===== config.mk =====
export PLATFORM = sky130hd
export DESIGN_NAME = priority_arbiter_rr_flat
export DESIGN_NICKNAME = d
export VERILOG_FILES = /design/src/rtl/priority_arbiter_rr_if.sv /design/src/rtl/priority_arbiter_rr.sv /design/src/flat_wrapper.sv
export SDC_FILE = /design/constraint.sdc
export NUM_CORES = 1
export LEC_CHECK = 0
export BUFFER_PORTS_ARGS = -buffer_cell sky130_fd_sc_hd__clkbuf_2
export CORE_ASPECT_RATIO = 0.6
export CORE_MARGIN = 5
export CORE_UTILIZATION = 30
export DETAILED_ROUTE_END_ITERATION = 10
export REMOVE_ABC_BUFFERS = 1
export SYNTH_ARGS = -nofsm -noshare
export SYNTH_HDL_FRONTEND = slang
export SYNTH_SLANG_ARGS = --single-unit
export TNS_END_PERCENT = 5

===== constraint.sdc =====
create_clock -name clk -period 2.9 [get_ports clk]
set_input_delay 0.435 -clock clk [delete_from_list [all_inputs] [get_ports clk]]
set_output_delay 0.435 -clock clk [all_outputs]
set_load 0.1 [all_outputs]

===== src/rtl/priority_arbiter_rr_if.sv =====
// Grant handshake bundle between request sources, the arbiter and the grant consumer.
// The master side is the arbiter and the slave side is the environment.
interface priority_arbiter_rr_if #(
    parameter int WIDTH     = 16,
    parameter int WIDTH_LOG = $clog2(WIDTH)
);
    logic [WIDTH-1:0]     req;
    logic                 grt_vld;
    logic                 grt_rdy;
    logic [WIDTH_LOG-1:0] grt_idx;
    logic [WIDTH-1:0]     grt_oht;

    modport master (
        input  req,
        input  grt_rdy,
        output grt_vld,
        output grt_idx,
        output grt_oht
    );

    modport slave (
        output req,
        output grt_rdy,
        input  grt_vld,
        input  grt_idx,
        input  grt_oht
    );
endinterface


===== src/rtl/priority_arbiter_rr.sv =====
// Registered fixed-priority / round-robin arbiter built on a SPLIT-way tree priority encoder.
// The grant is held stable while the consumer applies backpressure.
module priority_arbiter_rr #(
    parameter int WIDTH     = 16,
    parameter int SPLIT     = 4,
    parameter int MODE      = 1,
    parameter int WIDTH_LOG = $clog2(WIDTH)
) (
    input  logic                  clk,
    input  logic                  rst,
    input  logic                  clr,
    priority_arbiter_rr_if.master bus,
    output logic [WIDTH_LOG-1:0]  ptr
);

    function automatic int calc_leaves(input int w, input int s);
        int n;
        n = 1;
        while (n < w) n = n * s;
        return n;
    endfunction

    function automatic int calc_levels(input int w, input int s);
        int n;
        int l;
        n = 1;
        l = 0;
        while (n < w) begin
            n = n * s;
            l = l + 1;
        end
        return l;
    endfunction

    localparam int LEAVES = calc_leaves(WIDTH, SPLIT);
    localparam int LEVELS = calc_levels(WIDTH, SPLIT);
    localparam int LEAF_W = $clog2(LEAVES);

    // Each tree node keeps the lowest valid child of its SPLIT-wide group; result is {found, index}.
    function automatic logic [WIDTH_LOG:0] tree_encode(input logic [WIDTH-1:0] v);
        logic [LEAVES-1:0] vld;
        logic [LEAF_W-1:0] ix [LEAVES];
        logic              tv;
        logic [LEAF_W-1:0] ti;
        int                stride;
        vld = LEAVES'(v);
        for (int i = 0; i < LEAVES; i++) begin
            ix[i] = LEAF_W'(i);
        end
        stride = 1;
        for (int l = 0; l < LEVELS; l++) begin
            for (int p = 0; p < LEAVES; p += stride * SPLIT) begin
                tv = 1'b0;
                ti = '0;
                for (int c = SPLIT - 1; c >= 0; c--) begin
                    if (vld[p + c * stride]) begin
                        tv = 1'b1;
                        ti = ix[p + c * stride];
                    end
                end
                vld[p] = tv;
                ix[p]  = ti;
            end
            stride = stride * SPLIT;
        end
        return {vld[0], ix[0][WIDTH_LOG-1:0]};
    endfunction

    logic                 hs;
    logic                 any;
    logic                 vld_d, vld_q;
    logic [WIDTH_LOG-1:0] ptr_d, ptr_q;
    logic [WIDTH_LOG-1:0] idx_d, idx_q;
    logic [WIDTH_LOG-1:0] sel;
    logic [WIDTH-1:0]     oht_d, oht_q;
    logic [WIDTH-1:0]     mask;
    logic [WIDTH-1:0]     req_hi;
    logic [WIDTH_LOG:0]   enc_hi;
    logic [WIDTH_LOG:0]   enc_all;

    assign hs = vld_q & bus.grt_rdy;

    always_comb begin
        ptr_d = ptr_q;
        if (clr) begin
            ptr_d = '0;
        end else if (hs && MODE == 1) begin
            ptr_d = (idx_q == WIDTH_LOG'(WIDTH - 1)) ? '0 : idx_q + WIDTH_LOG'(1);
        end
    end

    // Rotating search: first try bits at or above the pointer, then fall back to the full vector.
    always_comb begin
        for (int i = 0; i < WIDTH; i++) begin
            mask[i] = (WIDTH_LOG'(i) >= ptr_d);
        end
        req_hi  = bus.req & mask;
        enc_hi  = tree_encode(req_hi);
        enc_all = tree_encode(bus.req);
        any     = enc_all[WIDTH_LOG];
        sel     = enc_hi[WIDTH_LOG] ? enc_hi[WIDTH_LOG-1:0] : enc_all[WIDTH_LOG-1:0];
    end

    always_comb begin
        vld_d = vld_q;
        idx_d = idx_q;
        oht_d = oht_q;
        if (clr) begin
            vld_d = 1'b0;
            idx_d = '0;
            oht_d = '0;
        end else if (!vld_q || hs) begin
            vld_d = any;
            idx_d = sel;
            for (int i = 0; i < WIDTH; i++) begin
                oht_d[i] = any && (sel == WIDTH_LOG'(i));
            end
        end
    end

    always_ff @(posedge clk or negedge rst) begin
        if (!rst) begin
            ptr_q <= '0;
            vld_q <= 1'b0;
            idx_q <= '0;
            oht_q <= '0;
        end else begin
            ptr_q <= ptr_d;
            vld_q <= vld_d;
            idx_q <= idx_d;
            oht_q <= oht_d;
        end
    end

    assign bus.grt_vld = vld_q;
    assign bus.grt_idx = idx_q;
    assign bus.grt_oht = oht_q;
    assign ptr         = ptr_q;

endmodule


===== src/flat_wrapper.sv =====
// flat-port wrapper written by rule: the top's interface ports become plain ports
module priority_arbiter_rr_flat 
#(
    parameter int WIDTH     = 16,
    parameter int SPLIT     = 4,
    parameter int MODE      = 1,
    parameter int WIDTH_LOG = $clog2(WIDTH)
)
  (clk, rst, clr, ptr, bus_req, bus_grt_rdy, bus_grt_vld, bus_grt_idx, bus_grt_oht);
  priority_arbiter_rr_if #(.WIDTH(WIDTH), .WIDTH_LOG(WIDTH_LOG)) bus_i ();
  input  logic clk;
  input  logic rst;
  input  logic clr;
  output logic [WIDTH_LOG-1:0] ptr;
  input wire logic [$bits(bus_i.req)-1:0] bus_req;
  input wire logic [$bits(bus_i.grt_rdy)-1:0] bus_grt_rdy;
  output wire logic [$bits(bus_i.grt_vld)-1:0] bus_grt_vld;
  output wire logic [$bits(bus_i.grt_idx)-1:0] bus_grt_idx;
  output wire logic [$bits(bus_i.grt_oht)-1:0] bus_grt_oht;
  assign bus_i.req = bus_req;
  assign bus_i.grt_rdy = bus_grt_rdy;
  assign bus_grt_vld = bus_i.grt_vld;
  assign bus_grt_idx = bus_i.grt_idx;
  assign bus_grt_oht = bus_i.grt_oht;
  priority_arbiter_rr #(.WIDTH(WIDTH), .SPLIT(SPLIT), .MODE(MODE), .WIDTH_LOG(WIDTH_LOG)) u_core (.clk(clk), .rst(rst), .clr(clr), .bus(bus_i), .ptr(ptr));
endmodule

Word-level counts from Yosys, hierarchy flattened --
Index checks and enable logic that the tools add are counted.
Word-level totals: bits in registers 25, latch bits 0, memory bits (writable) 0, memory bits (read-only) 0, input bits 20, output and inout bits 25, logic and storage cells 149, memories kept 0
Operators by class: add/sub/neg operators 1, $mul 0, divide/modulo/power cells 0, order comparisons 16, eq/ne operators 16, shifts and indexed selects 0, mux-type cells 90, bitwise logic cells 2, reduce and logical (&&, ||, !) cells 20
Operator list (count):
- 4-bit two-way mux | 30
- 1-bit two-way mux | 42
- 4-bit == test (second input constant) | 9
- 4-bit >= comparator (first input constant) | 8
- 16-bit two-way mux | 2
- 3-bit two-way mux | 8
- 16-bit AND | 1
- 4-bit by 3-bit == test with 1-bit output (second input constant) | 4
- 3-bit by 4-bit >= comparator with 1-bit output (first input constant) | 4
- 1-bit logical AND | 16
- 2-bit two-way mux | 8
- 4-bit by 2-bit == test with 1-bit output (second input constant) | 2
- 1-bit by 4-bit >= comparator with 1-bit output (first input constant) | 2
- 2-bit by 4-bit >= comparator with 1-bit output (first input constant) | 2
- 4-bit by 1-bit adder with 4-bit output (second input constant) | 1
- 4-bit by 1-bit == test with 1-bit output (second input constant) | 1
- 4-bit zero test | 1
- 2-bit nonzero test | 1
- 1-bit AND | 1
- 1-bit zero test | 1
- 1-bit logical OR | 1

Logic depth before layout (Yosys ltp) --
Gate-level depths: netlist (run 1).
depth after elaboration 19, gate-level depth with buffers 12, depth with buffers taken out 11

Worst setup path before layout (run 1) --
No wires, ideal clock.
path type register -> register, start register u_core.idx_q[1], in the netlist u_core.bus.grt_idx[1], end register u_core.oht_q[0], in the netlist u_core.bus.grt_oht[0], setup time 0.123 ns, arrival 3.249 ns, data required time 2.777 ns, setup slack -0.472 ns, cell stages (with the launch flop) 10, buffers on the path 0, clock period less this slack 3.372 ns, path through dfrtp_1 -> ha_1 -> xnor2_2 -> a211oi_4 -> a211oi_1 -> a221o_1 -> or3_1 -> or2_4 -> o22a_4 -> a32o_1
Between the ends: longest elaborated chain between the ends 19, elaborated cells between the ends (all ways) 67, those cells by class 1 x add/sub; 16 x order compare; 1 x eq/ne; 46 x mux; 1 x bitwise; 2 x reduce/logical
Ends and longest elaborated chain:
- from (decl) | line priority_arbiter_rr.sv:73 | logic [WIDTH_LOG-1:0] idx_d, idx_q;
- from (signal assigned) | line priority_arbiter_rr.sv:130 | idx_q <= idx_d;
- 4-bit by 1-bit adder with 4-bit output / 4-bit == test (equally long branches) | line priority_arbiter_rr.sv:88 | ptr_d = (idx_q == WIDTH_LOG'(WIDTH - 1)) ? '0 : idx_q + WIDTH_LOG'(1);
- 4-bit two-way mux (*) | line priority_arbiter_rr.sv:88
- 4-bit two-way mux (*) | line priority_arbiter_rr.sv:87 | end else if (hs && MODE == 1) begin
- 4-bit two-way mux (*) | line priority_arbiter_rr.sv:85 | if (clr) begin
- via u_core.ptr_d[2] | line priority_arbiter_rr.sv:72 | logic [WIDTH_LOG-1:0] ptr_d, ptr_q;
- 4-bit >= comparator | line priority_arbiter_rr.sv:95 | mask[i] = (WIDTH_LOG'(i) >= ptr_d);
- 16-bit AND (*) | line priority_arbiter_rr.sv:97 | req_hi = bus.req & mask;
- 4-bit two-way mux / 1-bit two-way mux (equally long branches) (8 in series) | line priority_arbiter_rr.sv:56 | if (vld[p + c * stride]) begin
- 4-bit two-way mux (*) | line priority_arbiter_rr.sv:101 | sel = enc_hi[WIDTH_LOG] ? enc_hi[WIDTH_LOG-1:0] : enc_all[WIDTH_LOG-1:0];
- 4-bit zero test (*) | line priority_arbiter_rr.sv:116 | oht_d[i] = any && (sel == WIDTH_LOG'(i));
- 1-bit logical AND (*) | line priority_arbiter_rr.sv:116
- 16-bit two-way mux (*) | line priority_arbiter_rr.sv:112 | end else if (!vld_q || hs) begin
- 16-bit two-way mux (*) | line priority_arbiter_rr.sv:108 | if (clr) begin
- to (signal assigned) | line priority_arbiter_rr.sv:131 | oht_q <= oht_d;
- to (decl) | line priority_arbiter_rr.sv:75 | logic [WIDTH-1:0] oht_d, oht_q;
The timed path passes the listed nets; every way through them passes the cells marked *. The select of a mux whose other input is x is not followed. A chain may end at the register's enable or synchronous reset.

Final worst setup path (run 1) --
start register u_core.idx_q[1], in the netlist u_core.bus.grt_idx[1], end register u_core.oht_q[9], in the netlist u_core.bus.grt_oht[9]
Between the ends: longest elaborated chain between the ends 19, elaborated cells between the ends (all ways) 67, those cells by class 1 x add/sub; 16 x order compare; 2 x eq/ne; 46 x mux; 1 x bitwise; 1 x reduce/logical
Ends and longest elaborated chain (line):
- 4-bit by 1-bit adder with 4-bit output / 4-bit == test (equally long branches) | priority_arbiter_rr.sv:88
- 4-bit two-way mux (*) | priority_arbiter_rr.sv:88
- 4-bit two-way mux (*) | priority_arbiter_rr.sv:87
- 4-bit two-way mux (*) | priority_arbiter_rr.sv:85
- 4-bit >= comparator | priority_arbiter_rr.sv:95
- 16-bit AND (*) | priority_arbiter_rr.sv:97
- 4-bit two-way mux / 1-bit two-way mux (equally long branches) (8 in series) | priority_arbiter_rr.sv:56
- 4-bit two-way mux (*) | priority_arbiter_rr.sv:101
- 4-bit == test (*) | priority_arbiter_rr.sv:116
- 1-bit logical AND (*) | priority_arbiter_rr.sv:116
- 16-bit two-way mux (*) | priority_arbiter_rr.sv:112
- 16-bit two-way mux (*) | priority_arbiter_rr.sv:108
Every way passes the cells marked *; elsewhere a longest branch is shown, timed or not. The select of a mux whose other input is x is not followed.

==> results of run 1 <==
[kinds of logic after synthesis]
logic type	after synthesis	share of synthesized area, %
adders and majority gates	1	0.6788
and+or+nand+nor	59	17.79
DFF	25	33.94
buffers and inverters	21	6.585
AOI/OAI and AO/OA	81	40.12
xor gates and xnor gates	1	0.8828
[critical path: cells and delay by family (launching register included)]
family,cells,cell delay (ns)
buffers and inverters,1,0.16
and+or+nand+nor,4,0.87
DFF,1,0.42
adders and majority gates,1,0.20
AOI/OAI and AO/OA,4,1.11
[sequential cells by signal, summed over array words and instances (netlist names)]
signal and count:
u_core.bus.grt_vld 1, u_core.bus.grt_idx 4, u_core.bus.grt_oht 16, u_core.ptr 4
[routing by layer]
| layer | vias up | share of wire (%) |
|---|---|---|
| met5 | - | 0 |
| met2 | 76 | 39 |
| li1 | 887 | - |
| met3 | 2 | 7.9 |
| met1 | 882 | 53 |
| met4 | 0 | 0.22 |
[placed cells by master (no fill, tap or decap), types with 2 or more instances in the layout]
cell,instances
clkbuf_2,44
buf_4,29
dfrtp_1,24
inv_1,15
nor2_1,15
a32o_1,12
nand2_1,10
a21oi_1,9
o21ai_0,7
o31ai_1,7
nor3_1,4
a31oi_1,4
o21a_1,4
a22o_1,4
nand4b_1,3
or2b_1,3
and3_2,3
nand3b_1,3
a211oi_1,3
clkbuf_8,3
nand2_4,2
o22ai_4,2
o211ai_1,2
nand3_1,2
o2bb2ai_1,2
nor4_1,2
[through the flow]
step / std cells / util (%) / power [W] / worst slack, ns
global route: 345 / 41.01 / 0.001151 / -0.08349
finish: 345 / 41.01 / 0.001093 / 0.02986
detailed placement: 337 / 38.19 / 0.0008594 / -0.1816
global placement: 337 / 38.19 / 0.0008605 / -0.09448
CTS: 341 / 39.25 / 0.001069 / -0.01412
floorplan: 183 / - / 0.0007008 / -0.6217
[path summary, 6_finish.rpt]
| check | startpoint | to | slack, ns | cells after the start |
|---|---|---|---|---|
| worst max-delay path | u_core.bus.grt_idx[1]$_DFFE_PN0P_ | u_core.bus.grt_oht[9]$_DFFE_PN0P_ | 0.03 | 10 |
| worst min-delay path | rst | u_core.bus.grt_oht[5]$_DFFE_PN0P_ | 0.16 | 1 |
| max in group asynchronous | rst | u_core.bus.grt_vld$_DFFE_PN0P_ | 2.30 | 1 |
| worst min register to register | u_core.bus.grt_oht[7]$_DFFE_PN0P_ | u_core.bus.grt_oht[7]$_DFFE_PN0P_ | 0.49 | 2 |
| worst max register to register | u_core.bus.grt_idx[1]$_DFFE_PN0P_ | u_core.bus.grt_oht[9]$_DFFE_PN0P_ | 0.03 | 10 |
| min in group clk | u_core.bus.grt_oht[7]$_DFFE_PN0P_ | u_core.bus.grt_oht[7]$_DFFE_PN0P_ | 0.49 | 2 |
[power by group through the flow]
| stage | Combinational, W | Clock [W] | Sequential (W) |
|---|---|---|---|
| floorplan | 0.000174 | 0 | 0.000527 |
| global placement | 0.000469 | 0 | 0.000391 |
| detailed placement | 0.000468 | 0 | 0.000392 |
| CTS | 0.000474 | 0.000211 | 0.000385 |
| global route | 0.000532 | 0.000228 | 0.000391 |
| finish | 0.000500 | 0.000204 | 0.000388 |
[area by class of cell]
| cell class | instances | area [um^2] | share of cell area [%] |
|---|---|---|---|
| tap | 84 | 105.1 | 4.251 |
| multi-input combinational | 142 | 1184 | 47.87 |
| sequential | 25 | 626.9 | 25.35 |
| clock buffer | 4 | 45.04 | 1.822 |
| timing repair buffer | 74 | 449.2 | 18.17 |
| inverter | 16 | 62.56 | 2.530 |
[repair_timing]
| item | in CTS | in global routing |
|---|---|---|
| setup buffers | 0 | 4 |
| cloned | 0 | 0 |
| gates resized for setup | 4 | 15 |
| pin swaps | 1 | 4 |
| endpoints found under the hold margin | 0 | 0 |
| endpoints found under the setup margin | 17 | 18 |
| hold buffers | 0 | 0 |
==> metrics, run 1 <==
status completed; PortBufs 44; drt total wl 5.794 mm; fin area 2472 um^2; most frequent cells after synthesis dfrtp_1 (25), inv_1 (15), nor2_1 (15); share of layout cells above drive strength 1 42.15%; Synth Cell Area 1843 um^2; crit-path cells ha_4 -> nand2b_4 -> o2111ai_4 -> buf_6 -> nand2_1 -> a221o_1 -> or3_4 -> or2_4 -> o22a_4 -> a32o_1; PwrDens 442.1 nW/um^2; routability cong. 0.8991; unique cell type count in the Yosys netlist 62; final setup violation count 0; internal power 0.0006235 W; minimum clock period 2.870 ns; Async S/R FF share, synth 100.0%; CTS sink count 25; met1 usage 22.96%; Final nets 283; crit start category flop; CP required 3.05 ns; #FFs+latches synth 25; # DRC 0; max incr delay on CP 0.42 ns; # diodes 0; Worst Hold Class input port to asynchronous set/reset pin; Worst-Skew Late Latency 0.27 ns; critical path arrival 3.02 ns; crit path kind flop to flop; Seq/Total Area, Yosys 33.94%; row cnt 22; grt ovf 0; final hold violation count 0; placed instance area 2302 um^2; VDD IR max 0.2414 mV; Area Growth Syn to Fin 34.15%; Switching Fraction 42.96%; f_max 0.3484 GHz; dominant cell type by area after synthesis dfrtp_1; Vias 1847; count leader, synth dfrtp_1; Flop pwr share 35.5%; Mapped Cells 188; Slew Viols, Final 0; initial antenna violation count 0; antenna violation net count after detailed routing 0; vias in the first global route 1823; CORE AREA 6028 um^2; Yosys warnings 0; Die H 70.71 um; wire per inst 16.79 um; DR iter-0 viols 128; Comb power frac 45.8%; Synth area leaders dfrtp_1 (34%), a32o_1 (6.5%), inv_1 (3.1%); static leakage 1.101 nW; CP max-delay cell dfrtp_1; drt via density 5.354; Overall Global Routing Usage 14.49%; Main synth FF type dfrtp_1; hold slack 0.1598 ns; RSZ-0062 raised after global routing true; full die area 7862 um^2; H-tree levels 1; Max-Cap Viols 0; Critical Path End Type flop; Post-synth EDFFs 0; Reg clk slew, reported paths 0.09 ns; HPWL Detailed 4.432 mm; final critical-path share of the clock period 98.97%; largest net degree at the start of global routing 26; Switching Power 0.0004696 W; clock buffer count from CTS 3; Setup Total Neg Slack 0 ns; actual slew at the worst max-slew pin 0.6151 ns; share of the synthesized area in the top cell type 33.94%; Clock Root Buffer clkbuf_8; Synth Area per Inst 9.803 um^2; first-pass GRT wire length 9.390 mm; initial core utilization 30.57%; Die X 111.2 um; CTS tree built; clock buffer depth 2; max_slew headroom 58.99%; TritonRoute pass-1 iters 4; # IOs 45; met2 GRT Util 19.44%; Worst Clk Skew 0.008315 ns; Crit Path Max Fanout 8; fill count 597; layer with the highest usage met1; met3 GRT Util 4.615%; Clock power frac 18.7%
Note: power is estimated with default switching activity, not from simulation.
==> inputs of run 2 (changes only) <==
Settings changed: CTS_BUF_LIST set to sky130_fd_sc_hd__clkbuf_8.
==> run 2 against run 1 <==
Critical path depth unchanged. Total power shrank 0.37%. Final area is the same. Cell count stayed put. Non-clock buffer count is the same. Worst setup slack worse by 0.0012 ns. Via count hardly changed. Sequential power about the same. Utilization unchanged.
==> metrics, run 2 (synthesis gave the netlist of run 1 again) <==
full die area 7862 um^2; grt ovf 0; final setup violation count 0; row cnt 22; HPWL Detailed 4.432 mm; fill count 597; Critical Path End Type flop; actual slew at the worst max-slew pin 0.6156 ns; final critical-path share of the clock period 99.01%; DR iter-0 viols 132; # diodes 0; f_max 0.3483 GHz; static leakage 1.105 nW; crit path kind flop to flop; RSZ-0062 raised after global routing true; Max-Cap Viols 0; share of layout cells above drive strength 1 42.15%; Reg area 626.9 um^2; CORE AREA 6028 um^2; CP required 3.05 ns; initial core utilization 30.57%; critical path arrival 3.03 ns; # IOs 45; Crit Path Max Fanout 8; footprint of the multi-input gates 1184 um^2; initial antenna violation count 0; Area Growth Syn to Fin 34.15%; PortBufs 44; routability cong. 0.8991; vias in the first global route 1823; most frequent cells in the layout clkbuf_2 (44), buf_4 (29), dfrtp_1 (24); clock buffer count from CTS 3; Final nets 283; H-tree levels 1; TritonRoute pass-1 iters 4; Clock Root Buffer clkbuf_8; antenna violation net count after detailed routing 0; max reg flops 16; PwrDens 440.5 nW/um^2; Vias 1848; max_slew headroom 58.96%; Slew Viols, Final 0; final hold violation count 0; Overall Global Routing Usage 14.49%; placed instance area 2302 um^2; VDD IR max 0.2409 mV; Worst Clk Skew 0.008428 ns; CTS sink count 25; clock buffer depth 2; Reg clk slew, reported paths 0.09 ns; # DRC 0; Worst-Skew Late Latency 0.27 ns; Die X 111.2 um; minimum clock period 2.871 ns; commonest non-fill, non-tap cell in the layout clkbuf_2; largest net degree at the start of global routing 26; CP max-delay cell dfrtp_1; first-pass GRT wire length 9.390 mm; Die H 70.71 um; crit start category flop; fin area 2472 um^2; drt via density 5.357; max incr delay on CP 0.42 ns; crit-path cells ha_4 -> nand2b_4 -> o2111ai_4 -> buf_6 -> nand2_1 -> a221o_1 -> or3_4 -> or2_4 -> o22a_4 -> a32o_1; Setup WS post-layout 0.02869 ns; wire per inst 16.76 um; minimum setup slack after placement -0.1816 ns; CTS tree built; CTS hold repair buffers 0; status completed; drt total wl 5.783 mm; Worst Hold Class input port to asynchronous set/reset pin
-- run 2: through the flow --
| stage | hold WS, ns | std cells | power [W] | util, % | TNS, ns |
|---|---|---|---|---|---|
| floorplan | 0.1394 | 183 | 0.0007008 | - | -9.688 |
| global placement | 0.4715 | 337 | 0.0008605 | 38.19 | -0.9554 |
| detailed placement | 0.4698 | 337 | 0.0008594 | 38.19 | -2.166 |
| CTS | 0.1872 | 341 | 0.001066 | 39.25 | -0.03950 |
| global route | 0.2126 | 345 | 0.001148 | 41.01 | -0.8074 |
| finish | 0.1603 | 345 | 0.001089 | 41.01 | 0 |
-- run 2: worst max-delay path: cells and delay by family (launching register included) --
family | cells | cell delay, ns
AND/OR/NAND/NOR | 4 | 0.87
AO/OA/AOI/OAI | 4 | 1.11
buffers and inverters | 1 | 0.16
flip-flops | 1 | 0.42
adder cells (fa/ha/maj) | 1 | 0.20
-- run 2: per-layer routing --
metal | global-route usage, % | routed length [um] | up-vias
met1 | 22.96 | 3046 | 876
met5 | 0 | 0 | -
met4 | 1.350 | 13 | 0
met2 | 19.44 | 2244 | 82
met3 | 4.615 | 478 | 2
li1 | - | - | 888
-- run 2: final timing paths --
path                                                   startpoint                           endpoint  slack, ns  cells after the start
worst max register to register  u_core.bus.grt_idx[1]$_DFFE_PN0P_  u_core.bus.grt_oht[9]$_DFFE_PN0P_       0.03                     10
worst max-delay path            u_core.bus.grt_idx[1]$_DFFE_PN0P_  u_core.bus.grt_oht[9]$_DFFE_PN0P_       0.03                     10
max in group asynchronous                                     rst     u_core.bus.grt_vld$_DFFE_PN0P_       2.30                      1
min in group clk                u_core.bus.grt_oht[7]$_DFFE_PN0P_  u_core.bus.grt_oht[7]$_DFFE_PN0P_       0.49                      2
worst min register to register  u_core.bus.grt_oht[7]$_DFFE_PN0P_  u_core.bus.grt_oht[7]$_DFFE_PN0P_       0.49                      2
worst min-delay path                                          rst  u_core.bus.grt_oht[5]$_DFFE_PN0P_       0.16                      1
-- run 2: what timing repair did --
action                                  4_1_cts  5_1_grt
hold endpoints to repair                      0        0
pin swaps                                     1        4
endpoints found under the setup margin       17       18
buffers inserted                              0        4
gates resized for setup                       4       15
-- run 2: area by class of cell --
cell class                      count  area share, %
Multi-Input combinational cell    142          47.87
Inverter                           16          2.530
Sequential cell                    25          25.35
Clock inverter                      1         0.1518
Clock buffer                        3          1.670
Tap cell                           84          4.251
Timing Repair Buffer               74          18.17
-- run 2: where the power goes --
| group | internal, W | total, W | switching [W] |
|---|---|---|---|
| logic | 0.000158 | 0.000500 | 0.000342 |
| clock network | 0.0000947 | 0.000200 | 0.000106 |
| registers | 0.000367 | 0.000388 | 0.0000211 |
==> inputs of run 3 (changes only) <==
Settings changed: CORE_UTILIZATION 30 to 35.
==> run 3 against run 2 <==
The run now ends with setup timing left. Sequential share of layout area increased by 0.99 points. Sequential power decreased by 2%. Hold slack improved by 0.0036 ns. Clock skew decreased by 0.0027 ns. Register-to-register slack got worse by 0.07 ns. Combinational power decreased by 4.8%. Largest cell class unchanged.
==> metrics, run 3 (synthesis gave the netlist of run 1 again) <==
status finished with violations; failing checks setup timing; VDD IR max 0.3009 mV; RSZ-0062 raised after global routing true; drt via density 5.713; crit start category flop; Max-Cap Viols 0; routability cong. 0.9873; Overall Global Routing Usage 15.51%; Reg clk slew, reported paths 0.09 ns; static leakage 1.079 nW; max reg flops 16; f_max 0.3400 GHz; commonest non-fill, non-tap cell in the layout clkbuf_2; crit path kind flop to flop; Final nets 280; Clock Root Buffer clkbuf_8; H-tree levels 1; PortBufs 44; fin cells 324; final critical-path share of the clock period 101.4%; Crit Path Max Fanout 8; most frequent cells in the layout clkbuf_2 (44), buf_4 (26), dfrtp_1 (25); Vias 1851; vias in the first global route 1751; TritonRoute pass-1 iters 4; actual slew at the worst max-slew pin 0.6298 ns; minimum setup slack after placement -0.03807 ns; CTS tree built; # diodes 0; CP required 3.07 ns; largest net degree at the start of global routing 26; initial core utilization 36.28%; Reg-to-Reg Start u_core.bus.grt_idx[0]$_DFFE_PN0P_; Die H 66.21 um; final setup violation count 6; antenna violation net count after detailed routing 0; Worst-Skew Late Latency 0.27 ns; max_slew headroom 58.02%; CTS hold repair buffers 0; Slew Viols, Final 0; clock buffer depth 2; Die X 103.7 um; final core utilization 46.75%; PwrDens 449.3 nW/um^2; first-pass GRT wire length 8.818 mm; Critical Path End Type flop; grt ovf 0; share of layout cells above drive strength 1 39.53%; CTS sink count 25; DR iter-0 viols 132; clock buffer count from CTS 3; full die area 6865 um^2; # IOs 45; total power 0.001067 W; minimum clock period 2.941 ns; Area Growth Syn to Fin 28.85%; Cells after DPL 317; drt total wl 5.438 mm; initial antenna violation count 0; row cnt 20; Worst Hold Class input port to asynchronous set/reset pin; CORE AREA 5080 um^2; Setup WS post-layout -0.04095 ns; HPWL Detailed 4.258 mm; hold slack 0.1639 ns; critical path arrival 3.11 ns; wire per inst 16.78 um; Worst Clk Skew 0.005711 ns; final hold violation count 0; # DRC 0; Critical Path Start u_core.bus.grt_idx[0]$_DFFE_PN0P_
-- run 3: worst paths after layout --
check	endpoint	slack, ns	cells past startpoint
max	u_core.bus.grt_oht[8]$_DFFE_PN0P_	-0.04	10
min	u_core.bus.grt_oht[10]$_DFFE_PN0P_	0.16	1
max reg2reg	u_core.bus.grt_oht[8]$_DFFE_PN0P_	-0.04	10
min reg2reg	u_core.bus.grt_oht[7]$_DFFE_PN0P_	0.49	2
max in group asynchronous	u_core.bus.grt_idx[1]$_DFFE_PN0P_	2.32	1
min in group clk	u_core.bus.grt_oht[7]$_DFFE_PN0P_	0.49	2
-- run 3: per-layer routing --
metal | routed length (um) | part of all wire [%] | global-route usage [%] | vias up
met5 | 0 | 0 | 0 | -
met4 | 21 | 0.39 | 0.8078 | 0
met3 | 346 | 6.4 | 3.610 | 4
met2 | 2167 | 40 | 21.27 | 80
met1 | 2903 | 53 | 25.01 | 883
li1 | - | - | - | 884
-- run 3: stage by stage --
step	setup TNS, ns	area, um^2
final	-0.2122	2375
after global routing	-1.865	2375
after CTS	0	2359
after detailed placement	-0.2286	2265
after global placement	-0.1041	2265
after floorplan	-9.688	1782
-- run 3: critical path, stage by stage, from the launching register on --
cell,delay (ns)
dfrtp_1,0.40
ha_2,0.23
xnor2_4,0.18
buf_4,0.16
o32ai_4,0.21
a31oi_1,0.20
a211o_1,0.35
or3_1,0.35
or2_4,0.27
o22a_4,0.24
a32o_1,0.26
-- run 3: report_power, final --
part           internal, W  switching, W
Sequential        0.000367     0.0000155
Combinational     0.000144      0.000332
Clock            0.0000961      0.000112
-- run 3: final cells by class --
cell class / count / area, um^2
clock buffer: 3 / 41.29
clock inverter: 1 / 5.005
fill: 512 / 2705
inverter: 16 / 60.06
multi-input combinational: 142 / 1134
sequential: 25 / 625.6
tap: 66 / 82.58
timing repair buffer: 71 / 426.7
-- run 3: timing repair --
item,4_1_cts,5_1_grt
setup buffers,2,1
pin swaps,5,2
resized for setup,6,3
setup endpoints to repair,15,18
